### src/rtl/jpeg_mcu_pingpong_ctrl_pkg.sv
// Shared constants for the JPEG MCU ping-pong bank scheduler:
// read-state encodings and MCU geometry (dim / last block index).
package jpeg_mcu_pingpong_ctrl_pkg;

    localparam logic [1:0] ST_IDLE = 2'd0;
    localparam logic [1:0] ST_OUT  = 2'd1;
    localparam logic [1:0] ST_LAST = 2'd2;

    localparam logic [4:0] DIM_411  = 5'd16;
    localparam logic [4:0] DIM_444  = 5'd8;
    localparam logic [3:0] LAST_411 = 4'd5;
    localparam logic [3:0] LAST_444 = 4'd2;

    function automatic logic [4:0] mcu_dim(input logic is_411);
        return is_411 ? DIM_411 : DIM_444;
    endfunction

    function automatic logic [3:0] last_blk(input logic is_411);
        return is_411 ? LAST_411 : LAST_444;
    endfunction

endpackage

### src/rtl/jpeg_mcu_raster_cnt.sv
// Raster row/col walker for one MCU bank with pixel coordinate math.
// JPEG_EDGE_CROP_EN limits the walk to the part of the MCU inside the image.
module jpeg_mcu_raster_cnt
    import jpeg_mcu_pingpong_ctrl_pkg::*;
#(
    parameter int XW = 13,
    parameter int PW = 16
) (
    input  logic          clk,
    input  logic          clr,
    input  logic          start,
    input  logic          step,
    input  logic          is_411,
    input  logic [PW-1:0] width,
    input  logic [PW-1:0] height,
    input  logic [XW-1:0] x0,
    input  logic [XW-1:0] y0,
    output logic [7:0]    addr,
    output logic [PW-1:0] pix_x,
    output logic [PW-1:0] pix_y,
    output logic          start_final,
    output logic          step_final
);

    logic [3:0]    row;
    logic [3:0]    col;
    logic [4:0]    vc;
    logic [4:0]    vr;
    logic [4:0]    vc_n;
    logic [4:0]    vr_n;
    logic [4:0]    dim;
    logic [PW-1:0] bx;
    logic [PW-1:0] by;
    logic          wrap;
    logic [4:0]    nrow;
    logic [4:0]    ncol;

    assign dim = mcu_dim(is_411);
    assign bx  = is_411 ? PW'({x0, 4'b0}) : PW'({x0, 3'b0});
    assign by  = is_411 ? PW'({y0, 4'b0}) : PW'({y0, 3'b0});

`ifdef JPEG_EDGE_CROP_EN
    // An MCU starting at or past the image edge still yields one pixel.
    function automatic logic [4:0] lim(
        input logic [PW-1:0] base,
        input logic [PW-1:0] size,
        input logic [4:0]    d
    );
        logic [PW-1:0] rem;
        rem = size - base;
        if (base >= size) return 5'd1;
        if (rem < PW'(d)) return rem[4:0];
        return d;
    endfunction

    assign vc_n = lim(bx, width, dim);
    assign vr_n = lim(by, height, dim);
`else
    logic unused;
    assign unused = ^{width, height};
    assign vc_n   = dim;
    assign vr_n   = dim;
`endif

    assign wrap        = ({1'b0, col} == vc - 5'd1);
    assign nrow        = {1'b0, row} + {4'd0, wrap};
    assign ncol        = wrap ? 5'd0 : {1'b0, col} + 5'd1;
    assign step_final  = (nrow == vr - 5'd1) && (ncol == vc - 5'd1);
    assign start_final = (vc_n == 5'd1) && (vr_n == 5'd1);

    always_ff @(posedge clk) begin
        if (clr) begin
            row <= '0;
            col <= '0;
            vc  <= '0;
            vr  <= '0;
        end else if (start) begin
            row <= '0;
            col <= '0;
            vc  <= vc_n;
            vr  <= vr_n;
        end else if (step) begin
            row <= nrow[3:0];
            col <= ncol[3:0];
        end
    end

    assign addr  = is_411 ? {row, col} : {1'b0, row, col[2:0]};
    assign pix_x = bx + PW'(col);
    assign pix_y = by + PW'(row);

endmodule

### src/rtl/jpeg_mcu_pingpong_ctrl.sv
// Two-bank MCU buffer scheduler: fill tracking, read FSM and handshakes.
// Optional edge cropping is enabled with JPEG_EDGE_CROP_EN.
module jpeg_mcu_pingpong_ctrl
    import jpeg_mcu_pingpong_ctrl_pkg::*;
#(
    parameter int XW = 13,
    parameter int PW = 16
) (
    input  logic          clk,
    input  logic          rst,
    input  logic          pic_end,
    input  logic          pic_is_411,
    input  logic [PW-1:0] width,
    input  logic [PW-1:0] height,
    input  logic          wr_blk_done,
    input  logic [3:0]    wr_blk_idx,
    input  logic [XW-1:0] wr_x_mcu,
    input  logic [XW-1:0] wr_y_mcu,
    output logic          wr_bank,
    output logic          wr_ready,
    output logic          full_0,
    output logic          full_1,
    output logic          fifo_full,
    input  logic          rd,
    output logic          out_valid,
    output logic          rd_bank,
    output logic [7:0]    rd_addr,
    output logic [PW-1:0] pix_x,
    output logic [PW-1:0] pix_y,
    output logic          last_one,
    output logic          out_end,
    output logic          ovf_err
);

    logic                   clr;
    logic [1:0]             state;
    logic [1:0]             full;
    logic [1:0]             full_n;
    logic [1:0][XW-1:0]     x_mcu;
    logic [1:0][XW-1:0]     y_mcu;
    logic                   wr_fire;
    logic                   rd_free;
    logic                   start;
    logic                   step;
    logic                   start_final;
    logic                   step_final;
    logic                   wr_bank_n;

    assign clr       = rst | pic_end;
    assign wr_fire   = wr_blk_done & wr_ready
                     & (wr_blk_idx == last_blk(pic_is_411));
    assign rd_free   = (state == ST_LAST) & rd;
    assign start     = (state == ST_IDLE) & full[rd_bank];
    assign step      = (state == ST_OUT) & rd;
    assign wr_bank_n = wr_bank ^ wr_fire;

    // Fill and free never hit the same bank: wr_ready masks a full bank.
    always_comb begin
        full_n = full;
        if (wr_fire) full_n[wr_bank] = 1'b1;
        if (rd_free) full_n[rd_bank] = 1'b0;
    end

    always_ff @(posedge clk) begin
        if (clr) begin
            full     <= '0;
            x_mcu    <= '0;
            y_mcu    <= '0;
            wr_bank  <= 1'b0;
            rd_bank  <= 1'b0;
            wr_ready <= 1'b0;
            ovf_err  <= 1'b0;
            out_end  <= 1'b0;
            state    <= ST_IDLE;
        end else begin
            full     <= full_n;
            wr_bank  <= wr_bank_n;
            wr_ready <= ~full_n[wr_bank_n];
            ovf_err  <= ovf_err | (wr_blk_done & ~wr_ready);
            out_end  <= rd_free;
            if (wr_fire) begin
                x_mcu[wr_bank] <= wr_x_mcu;
                y_mcu[wr_bank] <= wr_y_mcu;
            end
            if (rd_free) rd_bank <= ~rd_bank;
            unique case (state)
                ST_IDLE: if (start) state <= start_final ? ST_LAST : ST_OUT;
                ST_OUT:  if (step && step_final) state <= ST_LAST;
                ST_LAST: if (rd) state <= ST_IDLE;
                default: state <= ST_IDLE;
            endcase
        end
    end

    assign full_0    = full[0];
    assign full_1    = full[1];
    assign fifo_full = start;
    assign out_valid = (state == ST_OUT) || (state == ST_LAST);
    assign last_one  = (state == ST_LAST);

    jpeg_mcu_raster_cnt #(
        .XW(XW),
        .PW(PW)
    ) u_cnt (
        .clk        (clk),
        .clr        (clr),
        .start      (start),
        .step       (step),
        .is_411     (pic_is_411),
        .width      (width),
        .height     (height),
        .x0         (x_mcu[rd_bank]),
        .y0         (y_mcu[rd_bank]),
        .addr       (rd_addr),
        .pix_x      (pix_x),
        .pix_y      (pix_y),
        .start_final(start_final),
        .step_final (step_final)
    );

endmodule

### config.mk
export PLATFORM = sky130hd
export DESIGN_NAME = jpeg_mcu_pingpong_ctrl
export DESIGN_NICKNAME = d
export VERILOG_FILES = /design/src/rtl/jpeg_mcu_pingpong_ctrl_pkg.sv /design/src/rtl/jpeg_mcu_raster_cnt.sv /design/src/rtl/jpeg_mcu_pingpong_ctrl.sv
export SDC_FILE = /design/constraint.sdc
export NUM_CORES = 1
export LEC_CHECK = 0
export ABC_AREA = 1
export BUFFER_PORTS_ARGS = -buffer_cell sky130_fd_sc_hd__buf_2
export CELL_PAD_IN_SITES_DETAIL_PLACEMENT = 0
export CELL_PAD_IN_SITES_GLOBAL_PLACEMENT = 2
export CORE_MARGIN = 3
export CORE_UTILIZATION = 24
export CTS_CLUSTER_SIZE = 14
export DETAILED_ROUTE_END_ITERATION = 16
export PLACE_DENSITY_LB_ADDON = 0.1
export SLEW_MARGIN = 20
export SYNTH_ARGS = -nofsm -noshare
export SYNTH_HDL_FRONTEND = slang
export SYNTH_HIERARCHICAL = 1
export SYNTH_SLANG_ARGS = --single-unit
### constraint.sdc
create_clock -name clk -period 2.43 [get_ports clk]
set_input_delay 0.6075 -clock clk [delete_from_list [all_inputs] [get_ports clk]]
set_output_delay 0.6075 -clock clk [all_outputs]
set_load 0.05 [all_outputs]
; Word level (Yosys, flattened, before mapping)
; Index checks and enable logic that the tools add are counted.
; Widths: inputs -> output; s select.
[totals]
word_cells = 86
regBits = 74
[classes]
bitwise = 15
order_cmp = 5
eq_ne = 10
add_sub_neg = 5
muxes = 29
reduce_logical = 8
[op_table]
columns = operator, n
row1 = $mux 13, 5
row2 = $bwmux 26, 2
row3 = $add 16x4->16, 2
row4 = $mux 16, 2
row5 = $demux 13 s1, 1
row6 = $mux 2, 6
row7 = $eq 5x5->1, 2
row8 = $mux 5, 2
row9 = $mux 8, 1
row10 = $and 1x1->1, 6
row11 = $lt 1x2->1 const B, 3
row12 = $mux 1, 6
row13 = $pmux 2 s3, 1
row14 = $add 4x1->5, 1
row15 = $add 4x1->5 const B, 1
row16 = $eq 4x5->1, 1
row17 = $eq 5x1->1 const B, 1
row18 = $sub 5x1->5 const B, 1
row19 = $eq 4x3->1, 1
row20 = $logic_and 1x1->1, 4
row21 = $ne 2x2->1 const B, 2
row22 = $mux 3, 1
row23 = $not 1->1, 3
row24 = $reduce_and 3->1, 1
row25 = 13 further kinds, 16

; Longest topological paths before layout
[depth]
depth_word = 11
depth_mapped = 19

; Cells and area by module
; Netlist, hierarchy kept.
[modules_own_cells]
columns = module, seq_area_each_um2, n_inst, cells_each, area_each_um2
row1 = jpeg_mcu_pingpong_ctrl, 1221.2, 1, 390, 2661.3
row2 = jpeg_mcu_raster_cnt, 200.2, 1, 281, 1547.7

; Worst setup path after synthesis
; Ideal clock, no wire load.
[synth_timing]
path_kind = reg2out
from = register rd_bank
to = output pix_x[11]
arrival_time_ns = 2.873
path_slack_ns = -1.051
path_stages_with_launch = 13
required_time_ns = 1.822
cell_sequence = dfxtp_1 buf_6 buf_2 nand2_1 nand2_1 inv_1 nor2_1 ha_1 ha_1 inv_1 nor2_2 nand2_1 xnor2_1
[synth_between]
elab_chain_cells = 4
[synth_rtl]
columns = item, line_no
row1 = start: declaration, jpeg_mcu_pingpong_ctrl.sv:26  ; output logic rd_bank,
row2 = start signal: assignment, jpeg_mcu_pingpong_ctrl.sv:85  ; if (rd_free) rd_bank <= ~rd_bank;
row3 = $mux 13 (implied by the code) (2 in series), jpeg_mcu_pingpong_ctrl.sv:112  ; .x0 (x_mcu[rd_bank]),
row4 = $mux 16, jpeg_mcu_raster_cnt.sv:39  ; assign bx = is_411 ? PW'({x0, 4'b0}) : PW'({x0, 3'b0});
row5 = $add 16x4->16, jpeg_mcu_raster_cnt.sv:89  ; assign pix_x = bx + PW'(col);
row6 = end: declaration, jpeg_mcu_pingpong_ctrl.sv:28  ; output logic [PW-1:0] pix_x,
; Every way passes these cells. The select of a mux whose other input is x is not followed.

; Worst setup path after layout
[layout_timing]
from = register rd_bank
to = output pix_y[8]
[layout_between]
elab_chain_cells = 4
[layout_rtl]
columns = item, line_no
row1 = $mux 13 (implied by the code) (2 in series), jpeg_mcu_pingpong_ctrl.sv:113  ; .y0 (y_mcu[rd_bank]),
row2 = $mux 16, jpeg_mcu_raster_cnt.sv:40  ; assign by = is_411 ? PW'({y0, 4'b0}) : PW'({y0, 3'b0});
row3 = $add 16x4->16, jpeg_mcu_raster_cnt.sv:90  ; assign pix_y = by + PW'(row);
row4 = end: declaration, jpeg_mcu_pingpong_ctrl.sv:29  ; output logic [PW-1:0] pix_y,
; Every way passes these cells. The select of a mux whose other input is x is not followed.

==> qor.csv <==
stage,metric,value,unit
outcome,status,"complete, but fails checks",
outcome,violations,setup timing,
floorplanning,rows,47,
cells_and_area,nFillCells,1807,
synth,netlist.area_leader.share,33.8,%
setup_path,crit_arrival,2.16,ns
clocking,root_buffer,clkbuf_16,
clocking,htree_levels,3,
synth,yosysTopAreaCell,dfxtp_1,
setup_path,cp-start-kind,flop,
route,drtPass1Iterations,6,
floorplanning,die-area,19200,um2
cells_and_area,multi_input_area,3130,um2
route,drt_iter0_drc,132,
cells_and_area,syn_to_final_growth,62.4,%
global_route,grt_max_degree,64,
floorplanning,die_w,138,um
power,peakVddDrop,0.000282,V
worst_hold_path,min_from,x_mcu[16],
clocking,numCtsBuffers,9,
worst_hold_path,hold_path.class,reg -> reg,
cells_and_area,nNetsFinal,905,
floorplanning,initial_core_util,24.9,%
placement,portBuffers,85,
global_route,grt_pass1_vias,4354,
route,wl_per_cell,13.3,um
synth,syn_inst,671,
setup_path,rr_startpoint,u_cnt/col[0],
setup_path,cp.buffers_inverters,6,
global_route,antenna_found_initial,0,
timing,skew,0.00331,ns
cells_and_area,utilization,40.5,%
route,ant_nets,0,
setup_path,max_stage_delay,0.41,ns
synth,ys_seq_elements,71,
route,drc,0,
placement,place_hpwl,10400,um
cells_and_area,n_antenna_cell,0,
route,vias_per_cell,4.32,
clocking,cts.sinks,71,
route,vias,4530,
clocking,clk_latency,0.34,ns
setup_path,r2r-end,state[0],
floorplanning,io_pins,118,
timing,clock.fmax,0.361,GHz
timing,finalCriticalPeriod,2.77,ns
timing,hold_viol_final,0,
clocking,clkTransAtPathRegs,0.05,ns
synth,yosysWarnings,6,
run,drv_cap,0,
route,wl,13900,um
placement,dp_worst_setup_slack,-0.358,ns
setup_path,crit_fanout,8,
setup_path,rr_worst_depth,17,
worst_hold_path,holdPathEnd,x_mcu[16],
timing,worst_slack,-0.340,ns
setup_path,timing_worst_setup_path_type,reg -> out,
cells_and_area,drive_above_1_share,42.0,%
synth,syn_nets,752,
global_route,grt_use_total,14.3,%
synth,yosys-top-cells-area,"dfxtp_1 (34%), nand2_1 (26%), a21oi_1 (7.3%)",
setup_path,path_cells,"buf_6, inv_8, buf_4, nand2_1, nand2_2, nand2_2, o21ai_4, nand2_2, buf_6, nor2_4, buf_12, xor2_4, buf_6",
cells_and_area,final_cell_mix,"nand2_1 (237), buf_4 (76), dfxtp_1 (67)",
synth,synth_cell_types,31,
synth,avgSynthCellArea,6.27,um2
setup_path,r2r_setup_slack,0.14,ns
power,total_power,2.68,mW
worst_hold_path,hold_depth,2,
floorplanning,fp.dieH,138,um
global_route,grt_pass1_wl,22300,um
timing,rsz0062_at_grt,true,
clocking,cts_tree,done,
global_route,grt_overflow_total,0,
power,p_leak,2.95,nW
cells_and_area,seq_area,1430,um2
setup_path,crit_family,buffers and inverters,
timing,post-route-period-util,114,%
timing,drv_slew,0,
cells_and_area,final_common_cell,nand2_1,
clocking,clockBufferDepth,2,
timing,finalSetupViolations,22,
setup_path,required,1.82,ns
placement,place.gp.congestion,0.786,
setup_path,end_kind,output pin,
power,power_density,392,nW/um2
synth,seq_area_frac_synth,33.8,%
floorplanning,coreArea,16900,um2
setup_path,critPathSlowestCell,dfxtp_4,
synth,syn_area,4210,um2
worst max-delay path by stage:
stage / from / endpoint / slack (ns) / depth (start not counted)
floorplan: rd_bank / pix_y[11] / -0.25 / 12
global placement: pic_is_411 / pix_y[11] / -0.34 / 9
detailed placement: pic_is_411 / pix_y[11] / -0.36 / 9
CTS: rd_bank / pix_x[7] / -0.38 / 12
global route: rd_bank / pix_y[8] / -0.44 / 12
finish: rd_bank / pix_y[8] / -0.34 / 13
final cells by class:
class,instances,share of cell area [%]
multi-input combinational,499,45.8
timing repair buffer,179,20.9
sequential,71,20.9
tap,220,4.03
inverter,63,3.79
clock buffer,11,3.70
clock inverter,4,0.659
timing repair inverter,1,0.165
cells in the mapped netlist, drive strengths merged:
| cell type | n |
|---|---|
| a211oi | 1 |
| a21oi | 64 |
| buf | 34 |
| clkbuf | 4 |
| clkinv | 2 |
| conb | 1 |
| dfxtp | 71 |
| ha | 13 |
| inv | 61 |
| nand2 | 297 |
| nand3 | 18 |
| nand3b | 1 |
| nand4 | 11 |
| nor2 | 39 |
| nor3 | 1 |
| o211ai | 2 |
| o21a | 1 |
| o21ai | 30 |
| o22ai | 1 |
| or2 | 2 |
| xnor2 | 10 |
| xor2 | 7 |
layer usage:
metal	vias up	track usage, %	part of all wire (%)
met4	0	3.74	1.1
met3	13	2.76	3.4
met5	-	0	0
met2	76	22.5	44
li1	2390	-	-
met1	2051	20.2	51
logic make-up (layout without fill, tap and decap cells):
group / count (synthesis) / count (layout) / share of synthesized area [%]
compound gates: 99 / 99 / 12.6
other cells: 1 / 1 / 0.0891
buf+inv: 101 / 258 / 11.4
xor+xnor: 17 / 17 / 3.54
simple gates: 369 / 369 / 34.8
fa+ha+maj: 13 / 13 / 3.86
flops: 71 / 71 / 33.8
registers in the layout, summed over array words and instances, names as in the netlist:
name and cells:
wr_bank 1, full 2, u_cnt/col 4, out_end 1, wr_ready 1, x_mcu 26
rd_bank 1, u_cnt/vr 2, u_cnt/row 4, y_mcu 26, state 2, ovf_err 1
report_power, final:
group | internal (mW) | switching [mW]
sequential | 1.17 | 0.00184
clock | 0.839 | 0.492
combinational | 0.0681 | 0.116
total | 2.07 | 0.610
what timing repair did:
action	4_1_cts	5_1_grt
hold buffers	0	0
cloned	1	1
setup endpoints to repair	26	26
hold endpoints to repair	0	0
pin swaps	13	59
resized for setup	95	89
buffers inserted	11	9
worst register-to-register path: stages (launching register included):
cell     delay [ns]
dfxtp_2        0.33
ha_4           0.16
nand2_2        0.05
nor2_1         0.04
nand2_1        0.10
inv_2          0.05
ha_4           0.16
ha_4           0.26
nand3_2        0.05
or2_4          0.22
nor3_2         0.14
nand2_1        0.08
nor2_2         0.10
a21oi_2        0.07
a21oi_2        0.14
nand2_1        0.09
nand2_1        0.08
a21oi_2        0.05
metrics by stage:
| step | TNS, ns | std cells | hold slack (ns) | cell area (um2) |
|---|---|---|---|---|
| after floorplan | -1.75 | 671 | 0.439 | 4720 |
| after detailed placement | -6.45 | 1012 | 0.453 | 5760 |
| after global placement | -6.12 | 1012 | 0.445 | 5760 |
| after global routing | -8.34 | 1048 | 0.472 | 6840 |
| after CTS | -6.44 | 1039 | 0.461 | 6460 |
| final | -5.85 | 1048 | 0.458 | 6840 |
No activity file was read; power rests on OpenSTA's default activity.
